<file path="src/rtl/tdc_coarse_multi.sv">
// tdc_coarse_multi
//   Multi-channel coarse time-to-digital converter. One shared start and N_CH independent stops.
//   Each channel reports the number of whole clk periods from the start edge to its first stop
//   edge. One record per channel per measurement is emitted on a valid/ready stream.
//   Channels without a stop before the counter saturates are reported with m_timeout=1.
//
//   Optional build macro: TDC_INPUT_SYNC_EN
//     Adds a 2-flop synchroniser on start and on each stop ahead of edge detection.
//     Start and stops are delayed equally, so measured times are unchanged.
//
// Ports
//   clk        in   1      system clock, posedge
//   rst        in   1      asynchronous active-high reset
//   start      in   1      rising edge begins a measurement (only while idle)
//   stop       in   N_CH   rising edge captures that channel's time
//   m_valid    out  1      output record valid
//   m_ready    in   1      downstream accept
//   m_ch       out  CH_W   channel index of record
//   m_time     out  CNT_W  coarse time in clk cycles
//   m_timeout  out  1      channel saw no stop; m_time = MAX_CNT
//   busy       out  1      measurement in progress or records still to report
module tdc_coarse_multi #(
   parameter int unsigned CNT_W = 32,
   parameter int unsigned N_CH  = 4,
   localparam int unsigned CH_W = (N_CH > 1) ? $clog2(N_CH) : 1
) (
   input  logic              clk,
   input  logic              rst,
   input  logic              start,
   input  logic [N_CH-1:0]   stop,
   output logic              m_valid,
   input  logic              m_ready,
   output logic [CH_W-1:0]   m_ch,
   output logic [CNT_W-1:0]  m_time,
   output logic              m_timeout,
   output logic              busy
);

   localparam logic [CNT_W-1:0] MAX_CNT = '1;
   localparam logic [CNT_W-1:0] ONE     = CNT_W'(1);

   typedef enum logic [1:0] {StIdle, StRun, StDone} state_e;

   state_e             state_q;
   logic [CNT_W-1:0]   cnt_q;
   logic [N_CH-1:0]    hit_q, pending_q, reported_q, timeout_q;
   logic [N_CH-1:0]    hit_d, pending_d, reported_d, timeout_d;
   logic [CNT_W-1:0]   hit_time_q [N_CH];

   logic               start_s, start_q, start_rise;
   logic [N_CH-1:0]    stop_s, stop_q, stop_rise;
   logic [N_CH-1:0]    new_hit, capture;
   logic               at_max, load, sel_any;
   logic [CH_W-1:0]    sel_idx;

   // ---------------------------------------------------------------- input conditioning
`ifdef TDC_INPUT_SYNC_EN
   logic            start_m;
   logic [N_CH-1:0] stop_m;

   always_ff @(posedge clk or posedge rst) begin
      if (rst) begin
         start_m <= 1'b0;
         start_s <= 1'b0;
         stop_m  <= '0;
         stop_s  <= '0;
      end else begin
         start_m <= start;
         start_s <= start_m;
         stop_m  <= stop;
         stop_s  <= stop_m;
      end
   end
`else
   assign start_s = start;
   assign stop_s  = stop;
`endif

   assign start_rise = start_s & ~start_q;
   assign stop_rise  = stop_s & ~stop_q;
   assign at_max     = (state_q == StRun) && (cnt_q == MAX_CNT);
   assign busy       = (state_q != StIdle);
   assign load       = !m_valid || m_ready;

   // Lowest-index pending channel wins the output slot.
   always_comb begin
      sel_any = 1'b0;
      sel_idx = '0;
      for (int i = N_CH - 1; i >= 0; i--) begin
         if (pending_q[i]) begin
            sel_any = 1'b1;
            sel_idx = CH_W'(i);
         end
      end
   end

   // ---------------------------------------------------------------- channel flag next-state
   always_comb begin
      new_hit    = '0;
      capture    = '0;
      hit_d      = hit_q;
      pending_d  = pending_q;
      reported_d = reported_q;
      timeout_d  = timeout_q;
      if (load && sel_any) begin
         pending_d[sel_idx]  = 1'b0;
         reported_d[sel_idx] = 1'b1;
      end
      case (state_q)
         StIdle: begin
            if (start_rise) begin
               hit_d      = '0;
               pending_d  = '0;
               reported_d = '0;
               timeout_d  = '0;
            end
         end
         StRun: begin
            new_hit = stop_rise & ~hit_q;
            capture = new_hit;
            // At saturation every channel not yet hit is closed out with time MAX_CNT;
            // those without a stop rise this very cycle are flagged as timeouts.
            if (at_max) begin
               capture   = ~hit_q;
               timeout_d = timeout_q | ~(hit_q | new_hit);
            end
            hit_d     = hit_q | capture;
            pending_d = pending_d | capture;
         end
         default: ;
      endcase
   end

   // ---------------------------------------------------------------- FSM, counter, outputs
   always_ff @(posedge clk or posedge rst) begin
      if (rst) begin
         state_q    <= StIdle;
         cnt_q      <= '0;
         start_q    <= 1'b0;
         stop_q     <= '0;
         hit_q      <= '0;
         pending_q  <= '0;
         reported_q <= '0;
         timeout_q  <= '0;
         for (int i = 0; i < N_CH; i++) hit_time_q[i] <= '0;
         m_valid    <= 1'b0;
         m_ch       <= '0;
         m_time     <= '0;
         m_timeout  <= 1'b0;
      end else begin
         start_q    <= start_s;
         stop_q     <= stop_s;
         hit_q      <= hit_d;
         pending_q  <= pending_d;
         reported_q <= reported_d;
         timeout_q  <= timeout_d;

         for (int i = 0; i < N_CH; i++) begin
            if (capture[i]) hit_time_q[i] <= cnt_q;
         end

         case (state_q)
            StIdle: begin
               if (start_rise) begin
                  state_q <= StRun;
                  cnt_q   <= ONE;
               end
            end
            StRun: begin
               if (at_max || (&hit_d)) state_q <= StDone;
               if (!at_max) cnt_q <= cnt_q + ONE;
            end
            StDone: begin
               if ((&reported_q) && (pending_q == '0)) state_q <= StIdle;
            end
            default: state_q <= StIdle;
         endcase

         // Payload only changes when the slot is empty or being accepted.
         if (load) begin
            m_valid <= sel_any;
            if (sel_any) begin
               m_ch      <= sel_idx;
               m_time    <= hit_time_q[sel_idx];
               m_timeout <= timeout_q[sel_idx];
            end
         end
      end
   end

endmodule

</file>
<file path="config.mk">
export PLATFORM = sky130hd
export DESIGN_NAME = tdc_coarse_multi
export DESIGN_NICKNAME = d
export VERILOG_FILES = /design/src/rtl/tdc_coarse_multi.sv
export SDC_FILE = /design/constraint.sdc
export NUM_CORES = 1
export LEC_CHECK = 0
export CAP_MARGIN = 10
export CORE_UTILIZATION = 60
export CTS_CLUSTER_DIAMETER = 200
export CTS_CLUSTER_SIZE = 16
export DETAILED_ROUTE_END_ITERATION = 10
export PLACE_DENSITY = 0.85
export SETUP_SLACK_MARGIN = 0.3
export SLEW_MARGIN = 20
export SYNTH_ARGS = -nofsm -noshare
export SYNTH_HDL_FRONTEND = slang
export SYNTH_SLANG_ARGS = --single-unit
</file>
<file path="constraint.sdc">
create_clock -name clk -period 7.95 [get_ports clk]
set_clock_uncertainty 0.15 [all_clocks]
set_input_delay 0.795 -clock clk [delete_from_list [all_inputs] [get_ports clk]]
set_output_delay 0.795 -clock clk [all_outputs]
set_load 0.05 [all_outputs]
</file>
# [After elaboration in Yosys (flattened, before gate mapping)]
# Cells that the tools add are included.
[totals] output_inout_bits=37 word_cells=96 register_bits=219
[classes] muxes=36 addsub=1 n_bitwise=15 order_cmp=3 eq_ne=8 reduce_logical=17
[op_table] cell="$mux W32" count=4
[op_table] cell="$bmux W32 S2" count=1
[op_table] cell="$pmux W32 S2" count=1
[op_table] cell="$mux W4" count=11
[op_table] cell="$add A32 B1 Y32 const B" count=1
[op_table] cell="$eq A32 B32 Y1 const B" count=1
[op_table] cell="$pmux W4 S2" count=3
[op_table] cell="$or A4 B4 Y4" count=5
[op_table] cell="$not A4 Y4" count=4
[op_table] cell="$mux W2" count=7
[op_table] cell="$and A4 B4 Y4" count=3
[op_table] cell="$reduce_and A3 Y1" count=3
[op_table] cell="$ne A2 B2 Y1 const B" count=4
[op_table] cell="$reduce_and A4 Y1" count=2
[op_table] cell="$mux W1" count=6
[op_table] cell="$pmux W2 S3" count=1
[op_table] cell="$logic_and A1 B1 Y1" count=4
[op_table] cell="$logic_not A4 Y1" count=1
[op_table] cell="$reduce_bool A2 Y1" count=2
[op_table] cell="$ge A3 B3 Y1 const B" count=1
[op_table] cell="$lt A2 B3 Y1 const B" count=1
[op_table] cell="$not A2 Y3" count=1
[op_table] cell="$bmux W1 S2" count=1
[op_table] cell="$demux W1 S2" count=1
[op_table] cell="other kinds (10)" count=11

# [Depth between registers and ports, before layout]
[depth] ltp_word=13 mapped_depth=10 depth_no_buf=6

# [Worst setup path before layout]
# No wires, ideal clock.
[synth_path] kind="register -> register" start="register cnt_q[0]" end="register hit_time_q[53] in the netlist's numbering" slack_ps=5038 path_stages_with_launch=9 synth_period_minus_slack_ps=2912 setup_ps=125 path_buffers=2 arrival_ps=2637 cell_sequence="dfrtp_1 ha_1 nand3_1 or4_1 or3_1 buf_2 a211oi_4 buf_6 mux2_2"
[synth_between] elab_chain_len=5
[synth_rtl] element="start, declared" line="45" rtl="logic [CNT_W-1:0] cnt_q;"
[synth_rtl] element="start signal, assigned" line="171" rtl="if (!at_max) cnt_q <= cnt_q + ONE;"
[synth_rtl] element="$eq A32 B32 Y1" line="81" rtl="assign at_max = (state_q == StRun) && (cnt_q == MAX_CNT);"
[synth_rtl] element="$logic_and A1 B1 Y1" line="81"
[synth_rtl] element="$mux W4" line="123" rtl="if (at_max) begin"
[synth_rtl] element="$mux W4 (2 in series)" line="109" rtl="case (state_q)"
[synth_rtl] element="end signal, assigned by index" line="159" rtl="if (capture[i]) hit_time_q[i] <= cnt_q;"
[synth_rtl] element="end, declared" line="48" rtl="logic [CNT_W-1:0] hit_time_q [N_CH];"
# No other way between the ends. The select of a mux whose other input is x is not followed.
# A chain may end at the register's enable or synchronous reset.

# [Worst setup path in the final report]
[layout_path] start="register cnt_q[0]" end="register hit_time_q[92] in the netlist's numbering"
# Same word-level chain as after synthesis.

==> impl.org <==
** Cells and area
- Relative to the synthesized area, the layout overhead comes to 10.8%.
- 0 antenna diodes ended up in the layout.
- Number of standard cells in the layout, taps in and fillers out :: between 900 and 1k
- In the final layout, the multi-input gates occupy ~0.0040 mm2.
- Cells with a size suffix above 1 make up between 20% and 30% of the layout.
- Register cell area after layout :: 0.00548 mm2
- Number of nets in the finished design :: between 700 and 800
- The filler cells instantiated in the layout total about 1.1k.

** Global routing
- The initial antenna violation count came to 0.
- Remaining global-route overflow :: 0
- Global routing used between 40 and 50% of the available met2 tracks.
- For met3 alone, demand over resource in global routing was just under 4%.
- The layer flagged by global routing as most heavily used is met2.
- Entering global routing, the biggest net connects ~140 pins.
- The first global-routing pass estimated 33.1 mm of wire.
- In the global route stage, met1 resource usage came out at roughly a third.
- For this run, the total global-route usage over all layers was measured as roughly a quarter.
- The number of global-route vias before repair came to roughly 6.4k.

** Synth
- Post-synthesis instance total :: 698
- During synthesis, Yosys emitted a total of 0 warnings.
- Top-area cell type share of the netlist area :: 56.4%
- For this run, asynchronously set or reset flops after synthesis account for between 90% and 100%.
- Nets in the synthesized netlist :: roughly 700
- In this run, synthesis inferred 0 flip-flops with an integrated enable.
- Synth cell count leaders :: 219 x sky130_fd_sc_hd__dfrtp_1, 131 x sky130_fd_sc_hd__mux2_2, 33 x sky130_fd_sc_hd__clkbuf_1, 33 x sky130_fd_sc_hd__mux4_2
- Most frequent cell after synthesis :: sky130_fd_sc_hd__dfrtp_1
- Number of different library cells in the post-synthesis netlist :: 50
- Cell type with the highest aggregate area in the netlist :: sky130_fd_sc_hd__dfrtp_1
- In the synthesized netlist the dominant register cell turns out to be sky130_fd_sc_hd__dfrtp_1.
- By area the synthesized netlist is led by sky130_fd_sc_hd__dfrtp_1 56%, sky130_fd_sc_hd__mux2_2 15%, sky130_fd_sc_hd__mux4_2 7.6%.
- In this run, synthesis produced a sequential element count of roughly 220.
- Summing the sequential cell areas from Yosys gives between 50% and 60% of the chip area.
- Netlist Area Pre-Place :: ~0.0097 mm2
- Mean area per synthesized cell :: roughly 14 um2

** Worst setup path
- Critical Path Start :: cnt_q[0]
- Source of the worst register-to-register timing path :: cnt_q[0]
- Data on the critical path arrives at its endpoint at approximately 4300 ps.
- The worst setup path is launched from a register.
- Kind of end point of the critical path :: register
- Of all nets on the critical path, the largest fanout is 22.
- CP Class :: reg -> reg
- At the worst endpoint, the required time is around 8000 ps.

** Floorplanning
- I/O pins :: between 40 and 50
- Height of the die :: ~130 um
- The floorplan has 46 rows.
- Total Die Area :: about 0.017 mm2
- Die width :: 129 um
- The total area inside the core boundary comes to ~0.016 mm2.
- For this configuration, the core starts out at a cell density of slightly above 60%.

** Drt
- For this block, the initial DRC count from the detailed router was ~430.
- Detailed-route wire length :: between 20 and 25 mm
- The first TritonRoute pass finished after 5 iterations.
- Vias :: about 6.0k
- After detailed routing, the number of remaining DRC violations is 0.
- Remaining antenna violation count :: 0
- Detailed-route vias per instance :: 6.43
- WL per Instance :: about 21 um

** STA
- The final count of pins violating max slew came to 0.
- Slew at the pin closest to its max-slew limit :: around 1000 ps
- Final count of negative-setup-slack endpoints :: 0
- Part of the cycle the worst path needs :: about half
- After routing, the total negative slack on setup checks comes to 0 ps.
- Headroom to the max-slew limit :: around 33%
- Derived from the worst setup path, the maximum achievable clock frequency is around 240 MHz.
- RSZ-0062 raised after global routing :: no
- Final Hold Violating Endpoints :: 0
- The smallest clock period supported by the final layout is computed as approximately 4100 ps.
- Across all hold checks on the routed design, the worst slack comes to ~330 ps.
- Setup slack closes at between 3000 and 4000 ps.

** Placed design
- Placed Cells incl. Taps :: between 900 and 1k
- Dpl ws :: 3880 ps
- Once detailed placement completed, the half-perimeter wirelength came to approximately 12 mm.
- I/O Buffers :: between 40 and 50
- GP Congestion :: between 0.8 and 0.9

** Pwr
- Summed over all cells, the static leakage comes to between 4 and 5 nW.
- In this run the power spent charging and discharging nets is around 1.3 mW.
- Clock Power Share :: 19.9%
- Part of the power in combinational logic :: between 30% and 40%
- Share of total power in sequential cells :: approximately 44%
- Total Power Consumption :: roughly 3.8 mW
- Internal power comes to ~2.5 mW.
- Maximum vdd drop :: approximately 300 uV
- Switching share of total power :: between 30 and 40%
- Power density relative to cell area :: 351 mW/mm2

** Clocking
- Clock tree from TritonCTS :: done
- PostCTS Resize Cnt :: 0
- The clock passes through at most 3 buffers.
- Cts bufs inserted :: 17
- After clock tree synthesis, the setup repair step added 0 buffers.
- At the later pin of the worst-skew pair, clock insertion delay measures ~490 ps.
- Clock-pin transition on the worst setup and hold timing paths :: approximately 70 ps
- In this run the number of H-tree levels came out at 1.
- CTS hold repair buffers :: 0
- CTS sink cnt :: roughly 220
- CTS placed an instance of sky130_fd_sc_hd__clkbuf_16 at the clock tree root.

** Outcome
- Result of the run :: finished clean

** Min path
- In this run the most critical hold path is launched from hit_time_q[36].
- Hold/Removal Path Class :: reg -> reg

** Job
- Across the run, the number of max-cap violations was 0.
[path summary, 6_finish.rpt]
| kind | endpoint | slack, ps | cells after the start |
|---|---|---|---|
| setup reg to reg | hit_time_q[92] | 3830 | 7 |
| max in group asynchronous | hit_q[1] | 5280 | 3 |
| setup / recovery | hit_time_q[92] | 3830 | 7 |
| hold reg to reg | hit_time_q[36] | 330 | 1 |
| min in group asynchronous | hit_time_q[37] | 770 | 2 |
| hold / removal | hit_time_q[36] | 330 | 1 |
[routing by layer]
metal | share of wire (%) | wire length (um) | up-vias
met4 | 2.0 | 409 | 0
li1 | - | - | 2610
met2 | 50 | 9950 | 192
met5 | 0 | 0 | -
met3 | 5.4 | 1090 | 38
met1 | 43 | 8640 | 3184
[placed cells by master, fill, tap and decap left out, types with 3 or more instances in the layout]
cell                                n
sky130_fd_sc_hd__inv_1              5
sky130_fd_sc_hd__clkdlybuf4s50_1   44
sky130_fd_sc_hd__a31oi_1            4
sky130_fd_sc_hd__o31ai_1            6
sky130_fd_sc_hd__a41o_1             3
sky130_fd_sc_hd__and4_1             5
sky130_fd_sc_hd__mux2i_1            3
sky130_fd_sc_hd__buf_4             10
sky130_fd_sc_hd__dfrtp_1          219
sky130_fd_sc_hd__mux4_2            33
sky130_fd_sc_hd__nand3_1           10
sky130_fd_sc_hd__a31o_2             3
sky130_fd_sc_hd__nor2_1            30
sky130_fd_sc_hd__and2_1             3
sky130_fd_sc_hd__or4_1              6
sky130_fd_sc_hd__o21a_1             5
sky130_fd_sc_hd__nand2_1           25
sky130_fd_sc_hd__mux2_2           131
sky130_fd_sc_hd__or2_2              3
sky130_fd_sc_hd__a21oi_1           16
sky130_fd_sc_hd__xnor2_1            6
sky130_fd_sc_hd__a21o_1             4
sky130_fd_sc_hd__mux2_1            31
sky130_fd_sc_hd__o211ai_1           8
sky130_fd_sc_hd__nand4_1            9
sky130_fd_sc_hd__nor2b_1            4
sky130_fd_sc_hd__nor3_1             8
sky130_fd_sc_hd__nand2b_1           6
sky130_fd_sc_hd__o21ai_0           15
sky130_fd_sc_hd__nor4_1             7
sky130_fd_sc_hd__clkbuf_16         17
sky130_fd_sc_hd__or3_1              9
[registers in the layout, indices dropped and copies added, names as in the netlist]
signal      flops
hit_time_q    128
cnt_q          32
m_time         32
hit_q           4
pending_q       4
reported_q      4
stop_q          4
timeout_q       4
m_ch            2
state_q         2
m_timeout       1
m_valid         1
start_q         1
[worst max-delay path: stages (launching register included)]
cell	delay, ps
sky130_fd_sc_hd__dfrtp_1	470
sky130_fd_sc_hd__ha_1	270
sky130_fd_sc_hd__nand3_1	160
sky130_fd_sc_hd__or4_1	650
sky130_fd_sc_hd__or3_1	610
sky130_fd_sc_hd__a211oi_4	820
sky130_fd_sc_hd__buf_4	470
sky130_fd_sc_hd__mux2_2	380
[power groups by stage]
stage          Clock [mW]  Combinational [mW]  Sequential, mW
3_3_place_gp            0                1.31            1.64
5_1_grt             0.804                1.46            1.71
2_1_floorplan           0               0.918            1.72
3_5_place_dp            0                1.35            1.68
6_report            0.750                1.36            1.66
4_1_cts             0.765                1.36            1.66
[final cells by class]
class	count	area share (%)
clock buffer	17	3.95
clock inverter	2	0.151
inverter	6	0.279
multi-input combinational	422	37.1
sequential	219	50.9
tap	216	2.51
timing repair buffer	55	5.05
[cell families (layout without fill, tap and decap cells)]
logic type | after synthesis | after routing | share of synthesized area [%]
AO/OA/AOI/OAI | 76 | 76 | 5.38
XOR/XNOR | 8 | 8 | 0.721
adder cells (fa/ha/maj) | 1 | 1 | 0.129
buffers and inverters | 57 | 80 | 2.82
flip-flops | 219 | 219 | 56.4
multiplexers | 198 | 198 | 26.7
AND/OR/NAND/NOR | 139 | 139 | 7.82
[stage by stage]
stage / util, % / area (um2)
after floorplan: - / 9720
after global placement: 65.0 / 10300
after detailed placement: 65.0 / 10300
after CTS: 67.8 / 10700
after global routing: 68.0 / 10800
final: 68.0 / 10800
Note: power is estimated with default switching activity, not from simulation.
